--- src/rtl/mem_access_ctrl_pkg.sv ---
// Shared definitions for the data-memory access controller: size/error codes,
// FSM states, the registered load context and the access-error priority rule.
package mem_access_ctrl_pkg;

  localparam logic [1:0] SIZE_BYTE = 2'b00;
  localparam logic [1:0] SIZE_HALF = 2'b01;
  localparam logic [1:0] SIZE_WORD = 2'b10;
  localparam logic [1:0] SIZE_RSVD = 2'b11;

  localparam logic [1:0] ERR_OK       = 2'b00;
  localparam logic [1:0] ERR_MISALIGN = 2'b01;
  localparam logic [1:0] ERR_RANGE    = 2'b10;
  localparam logic [1:0] ERR_SIZE     = 2'b11;

  typedef enum logic [1:0] {
    IDLE   = 2'd0,
    RD_CAP = 2'd1,
    RESP   = 2'd2
  } state_t;

  typedef struct packed {
    logic [1:0] size;
    logic [1:0] offset;
    logic       is_unsigned;
  } ld_ctx_t;

  // Error priority: reserved size > out of range > misaligned.
  function automatic logic [1:0] access_err(input logic [1:0] size,
                                            input logic [1:0] offset,
                                            input logic       out_of_range);
    if (size == SIZE_RSVD) return ERR_SIZE;
    if (out_of_range) return ERR_RANGE;
    if ((size == SIZE_HALF) && offset[0]) return ERR_MISALIGN;
    if ((size == SIZE_WORD) && (offset != 2'b00)) return ERR_MISALIGN;
    return ERR_OK;
  endfunction

endpackage

--- src/rtl/mem_load_extract.sv ---
// Selects the addressed lane of a memory word, moves it to bit 0 and
// sign- or zero-extends it to 32 bits.
module mem_load_extract
  import mem_access_ctrl_pkg::*;
(
  input  logic [31:0] word,
  input  logic [1:0]  offset,
  input  logic [1:0]  size,
  input  logic        is_unsigned,
  output logic [31:0] data
);

  logic [31:0] shifted;

  always_comb begin
    shifted = word >> {offset, 3'b000};
    data    = shifted;
    case (size)
      SIZE_BYTE: data = {{24{~is_unsigned & shifted[7]}}, shifted[7:0]};
      SIZE_HALF: data = {{16{~is_unsigned & shifted[15]}}, shifted[15:0]};
      default:   data = shifted;
    endcase
  end

endmodule

--- src/rtl/mem_access_ctrl.sv ---
// Load/store front end for a word-addressed data memory: byte-lane strobes,
// store replication, load extraction and alignment/range checking.
module mem_access_ctrl
  import mem_access_ctrl_pkg::*;
#(
  parameter int unsigned MEM_ADDR_BITS = 20,
  parameter int unsigned MEM_DATA_BITS = 32
) (
  input  logic                     clk,
  input  logic                     clr,
  input  logic                     req_valid,
  output logic                     req_ready,
  input  logic                     req_we,
  input  logic [1:0]               req_size,
  input  logic                     req_unsigned,
  input  logic [31:0]              req_addr,
  input  logic [31:0]              req_wdata,
  output logic                     resp_valid,
  output logic [31:0]              resp_rdata,
  output logic [1:0]               resp_err,
  output logic [MEM_ADDR_BITS-1:0] mem_addr,
  output logic [31:0]              mem_data_in,
  output logic [3:0]               mem_sel,
  output logic                     mem_str,
  output logic                     mem_ld,
  input  logic [31:0]              mem_data_out
);

  localparam int unsigned RANGE_LSB = MEM_ADDR_BITS + 2;

  if (MEM_DATA_BITS != 32) begin : g_width_check
    $error("mem_access_ctrl supports only MEM_DATA_BITS = 32");
  end

  state_t      state, state_nxt;
  ld_ctx_t     ctx_q, ctx_d;
  logic        accept;
  logic        out_of_range;
  logic [1:0]  acc_err;
  logic [31:0] ld_result;

  assign out_of_range = |(req_addr >> RANGE_LSB);
  assign acc_err      = access_err(req_size, req_addr[1:0], out_of_range);
  assign req_ready    = (state == IDLE) && !clr;
  assign ctx_d        = '{size: req_size, offset: req_addr[1:0], is_unsigned: req_unsigned};

  always_ff @(posedge clk) begin
    if (clr) state <= IDLE;
    else     state <= state_nxt;
  end

  // Next state plus memory-side strobes, driven only in the accept cycle.
  always_comb begin
    state_nxt   = state;
    accept      = 1'b0;
    mem_addr    = '0;
    mem_data_in = '0;
    mem_sel     = '0;
    mem_str     = 1'b0;
    mem_ld      = 1'b0;
    case (state)
      IDLE: begin
        if (req_valid && !clr) begin
          accept = 1'b1;
          if (acc_err == ERR_OK) begin
            mem_addr = req_addr[MEM_ADDR_BITS+1:2];
            case (req_size)
              SIZE_BYTE: begin
                mem_sel     = 4'b0001 << req_addr[1:0];
                mem_data_in = {4{req_wdata[7:0]}};
              end
              SIZE_HALF: begin
                mem_sel     = 4'b0011 << req_addr[1:0];
                mem_data_in = {2{req_wdata[15:0]}};
              end
              default: begin
                mem_sel     = 4'b1111;
                mem_data_in = req_wdata;
              end
            endcase
            if (req_we) begin
              mem_str = 1'b1;
            end else begin
              mem_ld    = 1'b1;
              state_nxt = RD_CAP;
            end
          end
        end
      end
      RD_CAP:  state_nxt = RESP;
      RESP:    state_nxt = IDLE;
      default: state_nxt = IDLE;
    endcase
  end

  mem_load_extract u_extract (
    .word        (mem_data_out),
    .offset      (ctx_q.offset),
    .size        (ctx_q.size),
    .is_unsigned (ctx_q.is_unsigned),
    .data        (ld_result)
  );

  // resp_rdata doubles as the load result register; it is loaded in RD_CAP
  // so the pulse lands in RESP.
  always_ff @(posedge clk) begin
    if (clr) begin
      resp_valid <= 1'b0;
      resp_rdata <= '0;
      resp_err   <= ERR_OK;
      ctx_q      <= '0;
    end else begin
      resp_valid <= 1'b0;
      if (accept) ctx_q <= ctx_d;
      if (accept && (req_we || (acc_err != ERR_OK))) begin
        resp_valid <= 1'b1;
        resp_rdata <= '0;
        resp_err   <= acc_err;
      end else if (state == RD_CAP) begin
        resp_valid <= 1'b1;
        resp_rdata <= ld_result;
        resp_err   <= ERR_OK;
      end
    end
  end

endmodule

--- config.mk ---
export PLATFORM = sky130hd
export DESIGN_NAME = mem_access_ctrl
export DESIGN_NICKNAME = d
export VERILOG_FILES = /design/src/rtl/mem_access_ctrl_pkg.sv /design/src/rtl/mem_load_extract.sv /design/src/rtl/mem_access_ctrl.sv
export SDC_FILE = /design/constraint.sdc
export NUM_CORES = 1
export LEC_CHECK = 0
export ABC_AREA = 1
export BUFFER_PORTS_ARGS = -buffer_cell sky130_fd_sc_hd__buf_4
export CAP_MARGIN = 20
export CORE_AREA = 2 2 84 86
export CTS_CLUSTER_DIAMETER = 100
export DETAILED_ROUTE_END_ITERATION = 10
export DIE_AREA = 0 0 86 88
export GPL_TIMING_DRIVEN = 0
export PLACE_DENSITY = 0.93
export SLEW_MARGIN = 15
export SYNTH_ARGS = -nofsm -noshare
export SYNTH_HDL_FRONTEND = slang
export SYNTH_SLANG_ARGS = --single-unit
--- constraint.sdc ---
create_clock -name clk -period 2.4 [get_ports clk]
set_input_delay 0.48 -clock clk [delete_from_list [all_inputs] [get_ports clk]]
set_output_delay 0.48 -clock clk [all_outputs]
set_load 0.01 [all_outputs]
==> out/qor.txt, run 1 <==
Clock Path Buffers - 2
Yosys top cell by area - dfxtp_1
Ant. Diodes - 0
Overall Power - 1.628 mW
Slew HR - 0.6592
clk_lat worst skew - 0.30 ns
# clock sinks - 42
gpl congestion - 0.9487
vias in the first global route - 3963
Final Cycle Share - 0.9553
status - finished with violations
count of final hold-check violations - 0
final worst setup slack - 0.1072 ns
Vias - 4067
# setup viols final - 0
Final Util - 0.7179
HP Class - primary input to flip-flop
die width - 86 um
MaxCap Viol Count - 0
Multi-input gate area - 1832 sq um
share of the synthesized area in the top cell type - 0.2740
die height - 88 um
CTS tree - built
peak supply drop - 188.4 uV
number of enable flip-flop cells after synthesis - 0
die area - 7568 sq um
Max Fclk - 436.2 MHz
post-DP HPWL - 9.919 mm
Post-DP Area - 4633 sq um
Core ar. - 6644 sq um
Synth area leaders - dfxtp_1 27%, nor2_1 12%, nand2_1 8.6%, o21ai_0 8.2%, inv_1 5.3%
H-tree levels - 2
synthesized instance count - 486
worst hold margin - 0.3635 ns
Worst-Margin Slew - 0.5058 ns
data arrival time of the critical path - 1.81 ns
sw frac - 0.3014
skew final - 0.008633 ns
CP Launch Type - primary input
Pre-Repair DR Iteration Count - 8
Mean Syn Cell Area - 6.315 sq um
Post-synth ARST share - 0
total power per unit cell area - 341.2 nW/um^2
layout cells sized above 1 - 0.4067
DRC viols - 1
Crit Path Class - primary input to primary output
wire per inst - 15.76 um
dpl ws - -0.1065 ns
port bufs - 195
Post-Synthesis Cell Area - 3069 sq um
largest net degree at the start of global routing - 14
static leakage - 2.385 nW
Net Sw Power - 0.4905 mW
Layout area overhead - 55.40%
Post-Place Cells - 761
initial antenna violation count - 0
Seq/Total Area, Yosys - 0.2740
Syn. warnings - 0
critical path endpoint category - primary output
Sequential Area - 840.8 sq um
post-route minimum period - 2.293 ns
final non-filler cell total - 771
met1 wire length - 4.238 mm
Clock power frac - 0.292
final count of pins violating max slew - 0
commonest cells in the netlist - 100 x nor2_1, 70 x nand2_1, 50 x o21ai_0, 43 x inv_1, 42 x dfxtp_1
Core Rows - 30
Worst EP required - 1.92 ns
Sequential Power Share - 0.435
first-pass GRT wire length - 18.27 mm
Yosys cell types - 36
metal3 WL - 1.190 mm
most common cell in the netlist - nor2_1
GRT Total Usage - 0.3055
clock-pin transition on the worst setup and hold timing paths - 0.07 ns
#FFs+latches synth - 42
setup tns final - 0 ns
CP Max Fanout - 10
WL met2 - 6.395 mm
Final #Nets - 793
ys flop type - dfxtp_1
CTS Root Cell - clkbuf_8
CTS buffer count - 5
Starting Density - 0.4620
Int Power - 1.137 mW
highest metal used - met4
routed wire length - 12.15 mm
failing checks - design-rule violations
Post-DRT Antenna Nets - 0
DR iter-0 viols - 201
I/O Pins - 197
Vias/cell - 5.275
Post-Syn Nets - 589
Finished Cell Area - 4770 sq um
Logic pwr share - 0.273
gr ovfl total - 0
reg2reg setup slack - 0.76 ns
number of fill cells - 559
## routing by layer
metal / GRT usage / vias up
met5: 0 / -
met1: 0.3058 / 1814
met3: 0.07352 / 27
met4: 0.1082 / 0
met2: 0.6082 / 231
li1: - / 1995
## final cells by class
type	instances	share of cell area
Buffer	33	0.04643
Clock buffer	6	0.01731
Clock inverter	2	0.002623
Inverter	52	0.04224
Multi-Input combinational cell	359	0.3841
Sequential cell	42	0.1763
Tap cell	80	0.02099
Timing Repair Buffer	197	0.3101
## cell usage in the layout (no fill, tap or decap), drive strengths merged
| cell | netlist | final |
|---|---|---|
| clkbuf | 6 | 13 |
| inv | 51 | 51 |
| nand4 | 2 | 2 |
| o211ai | 11 | 11 |
| clkinvlp | 0 | 1 |
| or2 | 1 | 1 |
| dfxtp | 42 | 42 |
| a21oi | 36 | 36 |
| o22ai | 1 | 1 |
| nor4 | 3 | 3 |
| nor2 | 113 | 113 |
| a211oi | 4 | 4 |
| a31oi | 8 | 8 |
| o221ai | 4 | 4 |
| o21ai | 54 | 54 |
| clkinv | 1 | 2 |
| nor3 | 10 | 10 |
| nand3 | 35 | 35 |
| nand2 | 77 | 77 |
| buf | 27 | 223 |
## final timing paths
check,from,end,depth (start not counted)
worst max register to register,ctx_q[1],resp_rdata[14],7
worst min-delay path,req_we,state[0],2
worst max-delay path,req_size[1],mem_data_in[26],9
worst min register to register,resp_rdata[5],resp_rdata[5],2
## sequential cells by signal, summed over array words and instances (netlist names)
register	count
resp_rdata	32
ctx_q	5
resp_err	2
state	2
resp_valid	1
## cells by family (layout without fill, tap and decap cells)
family	Yosys count	in the layout	share of synthesized area
DFF	42	42	0.2740
buffers and inverters	85	290	0.1349
and+or+nand+nor	241	241	0.3665
AOI/OAI and AO/OA	118	118	0.2246
## worst max-delay path: stages
cell,delay [ns]
buf_4,0.12
inv_2,0.17
nand2_4,0.14
nor2_4,0.19
nor2_8,0.07
nand4_4,0.16
buf_2,0.23
nor2_1,0.09
buf_4,0.15
## repair_timing
item	4_1_cts	5_1_grt
hold buffers	0	0
setup endpoints to repair	5	16
resized for setup	2	6
setup buffers	0	2
pin swaps	0	1
## power by group through the flow
stage	Combinational [mW]	Sequential [mW]	Clock, mW
6_report	0.444	0.708	0.476
5_1_grt	0.479	0.709	0.504
4_1_cts	0.434	0.708	0.479
3_5_place_dp	0.432	0.724	0
3_3_place_gp	0.426	0.724	0
2_1_floorplan	0.225	0.724	0
Power figures use the tool's default switching activity.
==> run 2, diff against run 1 <==
--- a/config.mk
+++ b/config.mk
@@ -8,12 +8,12 @@
 export ABC_AREA = 1
 export BUFFER_PORTS_ARGS = -buffer_cell sky130_fd_sc_hd__buf_4
 export CAP_MARGIN = 20
-export CORE_AREA = 2 2 84 86
+export CORE_AREA = 2 2 91 93
 export CTS_CLUSTER_DIAMETER = 100
 export DETAILED_ROUTE_END_ITERATION = 10
-export DIE_AREA = 0 0 86 88
+export DIE_AREA = 0 0 93 95
 export GPL_TIMING_DRIVEN = 0
-export PLACE_DENSITY = 0.93
+export PLACE_DENSITY = 0.82
 export SLEW_MARGIN = 15
 export SYNTH_ARGS = -nofsm -noshare
 export SYNTH_HDL_FRONTEND = slang
==> constraint.sdc (replaced) <==
create_clock -name clk -period 2.6 [get_ports clk]
set_input_delay 0.52 -clock clk [delete_from_list [all_inputs] [get_ports clk]]
set_output_delay 0.52 -clock clk [all_outputs]
set_load 0.01 [all_outputs]
==> run 2 against run 1 <==
The flow now finishes without violations. Utilization fell by 12 points. Register-to-register slack improved by 0.23 ns. Hold slack better by 0.045 ns. Critical endpoint is now mem_data_in[13]. Setup slack better by 0.064 ns. Largest cell class unchanged. Routed wire length grew 0.80%. Die area is 17% higher. Via count down 1.6%. Sequential cell count did not move. Power decreased by 8.1%.
==> out/qor.txt, run 2 (synthesis results as in run 1) <==
status - completed (was finished with violations)
layout cells sized above 1 - 0.4006 (was 0.4067)
Vias/cell - 5.042 (was 5.275)
most frequent cells in the layout - 198 x buf_4, 99 x nor2_1, 70 x nand2_1 (was 200 x buf_4, 99 x nor2_1, 70 x nand2_1)
Post-DRT Antenna Nets - 0 (unchanged)
top flop regs - resp_rdata x32, ctx_q x5 (unchanged)
Finished Cell Area - 4758 sq um (was 4770 sq um)
Critical Path End - mem_data_in[13] (was mem_data_in[26])
vias in the first global route - 3932 (was 3963)
CTS Root Cell - clkbuf_8 (unchanged)
port bufs - 195 (unchanged)
# setup viols final - 0 (unchanged)
Layout area overhead - 55.03% (was 55.40%)
die area - 8835 sq um (was 7568 sq um)
sw frac - 0.2988 (was 0.3014)
commonest non-fill, non-tap cell in the layout - buf_4 (unchanged)
CP Launch Type - primary input (unchanged)
Logic pwr share - 0.273 (about the same)
HP Class - primary input to flip-flop (unchanged)
data arrival time of the critical path - 1.91 ns (was 1.81 ns)
largest net degree at the start of global routing - 13 (was 14)
post-route minimum period - 2.429 ns
total power per unit cell area - 314.5 nW/um^2 (was 341.2 nW/um^2)
CTS tree - built (unchanged)
Starting Density - 0.3872 (was 0.4620)
CP Max Fanout - 10 (unchanged)
Post-DP Area - 4664 sq um (was 4633 sq um)
Slew HR - 0.6057 (was 0.6592)
Top reg by flops - resp_rdata (unchanged)
DRC viols - 0 (was 1)
worst setup path start - clr (was req_size[1])
reg2reg setup slack - 0.99 ns (was 0.76 ns)
Worst R2R Path Depth - 10 (was 7)
GRT Total Usage - 0.2678 (was 0.3055)
Vias - 4003 (was 4067)
Pre-Repair DR Iteration Count - 4 (was 8)
skew final - 0.006499 ns (was 0.008633 ns)
Worst EP required - 2.08 ns (was 1.92 ns)
setup bufs post-CTS - 0 (unchanged)
static leakage - 2.367 nW (was 2.385 nW)
routed wire length - 12.25 mm (was 12.15 mm)
H-tree levels - 2 (unchanged)
DR iter-0 viols - 176 (was 201)
Crit Path Class - primary input to primary output (unchanged)
Clock Path Buffers - 2 (unchanged)
gpl congestion - 0.9396 (was 0.9487)
cell with the largest stage delay on the worst path - buf_2 (unchanged)
Final #Nets - 791 (was 793)
post-DP HPWL - 10.35 mm (was 9.919 mm)
CP max stage delay - 0.25 ns (was 0.23 ns)
crit path cell chain - buf_2 -> clkinv_2 -> nand2_2 -> nor2_8 -> nand4_4 -> buf_2 -> nor3_2 -> buf_4 (was buf_4 -> inv_2 -> nand2_4 -> nor2_4 -> nor2_8 -> nand4_4 -> buf_2 -> nor2_1 -> buf_4)
Sequential Power Share - 0.436 (was 0.435)
die height - 95 um (was 88 um)
initial antenna violation count - 0 (unchanged)
setup tns final - 0 ns (unchanged)
M1 GR Usage - 0.2679 (was 0.3058)
GRT met2 Usage - 0.5260 (was 0.6082)
Int Power - 1.049 mW (was 1.137 mW)
Overall Power - 1.496 mW (was 1.628 mW)
MaxCap Viol Count - 0 (unchanged)
Worst-Margin Slew - 0.5852 ns (was 0.5058 ns)
count of final hold-check violations - 0 (unchanged)
Net Sw Power - 0.4471 mW (was 0.4905 mW)
gr ovfl total - 0 (unchanged)
M3 GR Usage - 0.07023 (was 0.07352)
Core ar. - 7928 sq um (was 6644 sq um)
RSZ-0062 raised after global routing - no
Reg-to-Reg End - resp_rdata[29] (was resp_rdata[14])
final non-filler cell total - 794 (was 771)
Clock power frac - 0.290 (was 0.292)
Core Rows - 33 (was 30)
Post-Place Cells - 786 (was 761)
CTS buffer count - 5 (unchanged)
max FFs per register - 32 (unchanged)
clk_lat worst skew - 0.29 ns (was 0.30 ns)
final count of pins violating max slew - 0 (unchanged)
critical path endpoint category - primary output (unchanged)
Reg-to-Reg Start - ctx_q[2] (was ctx_q[1])
clock-pin transition on the worst setup and hold timing paths - 0.08 ns (was 0.07 ns)
first-pass GRT wire length - 18.55 mm (was 18.27 mm)
peak supply drop - 189.0 uV (was 188.4 uV)
wire per inst - 15.43 um (was 15.76 um)
most utilized layer in the global route result - met2 (unchanged)
CP most frequent cell - buf_2 (was buf_4)
Ant. Diodes - 0 (unchanged)
die width - 93 um (was 86 um)
I/O Pins - 197 (unchanged)
Max Fclk - 411.7 MHz
# clock sinks - 42 (unchanged)
Final Cycle Share - 0.9342
Final Util - 0.6002 (was 0.7179)
run 2: power by group through the flow:
stage | Combinational, mW | Clock (mW) | Sequential, mW
after CTS | 0.406 | 0.446 | 0.653
after global placement | 0.401 | 0 | 0.668
after floorplan | 0.207 | 0 | 0.669
after detailed placement | 0.404 | 0 | 0.668
final | 0.409 | 0.434 | 0.653
after global routing | 0.445 | 0.474 | 0.654
run 2: per-layer routing:
layer,share of wire,vias up
li1,-,1998
met3,0.086,27
met1,0.36,1791
met4,0.033,0
met2,0.52,187
met5,0,-
run 2: final cells by class:
type	instances	area (sq um)
Timing Repair Buffer	195	1464
Clock buffer	7	86.33
Tap cell	105	131.4
Inverter	52	201.4
Fill cell	790	3169
Buffer	33	212.7
Clock inverter	1	5.005
Multi-Input combinational cell	359	1817
Sequential cell	42	840.8
run 2: through the flow:
step	hold WS [ns]	setup slack, ns
floorplan	0.4683	0.4867
global placement	0.4618	0.08785
detailed placement	0.4640	0.08309
CTS	0.4043	0.08083
global route	0.4046	0.04631
finish	0.4083	0.1711
run 2: repair_timing:
| item | in CTS | in global routing |
|---|---|---|
| resized for setup | 0 | 1 |
| hold buffers | 0 | 0 |
| endpoints found under the setup margin | 0 | 11 |
run 2: how the worst min path moves through the flow:
stage	endpoint	cells past startpoint	slack [ns]	start
after floorplan	ctx_q[4]	2	0.47	ctx_q[4]
after global placement	resp_rdata[2]	2	0.46	resp_rdata[2]
after detailed placement	resp_rdata[0]	2	0.46	resp_rdata[0]
after CTS	state[0]	2	0.40	req_we
after global routing	state[0]	2	0.40	req_we
final	state[0]	2	0.41	req_we
run 2: critical path, delay by kind of cell:
kind	cells	cell delay, ns
and+or+nand+nor	4	0.70
buffers and inverters	4	0.67
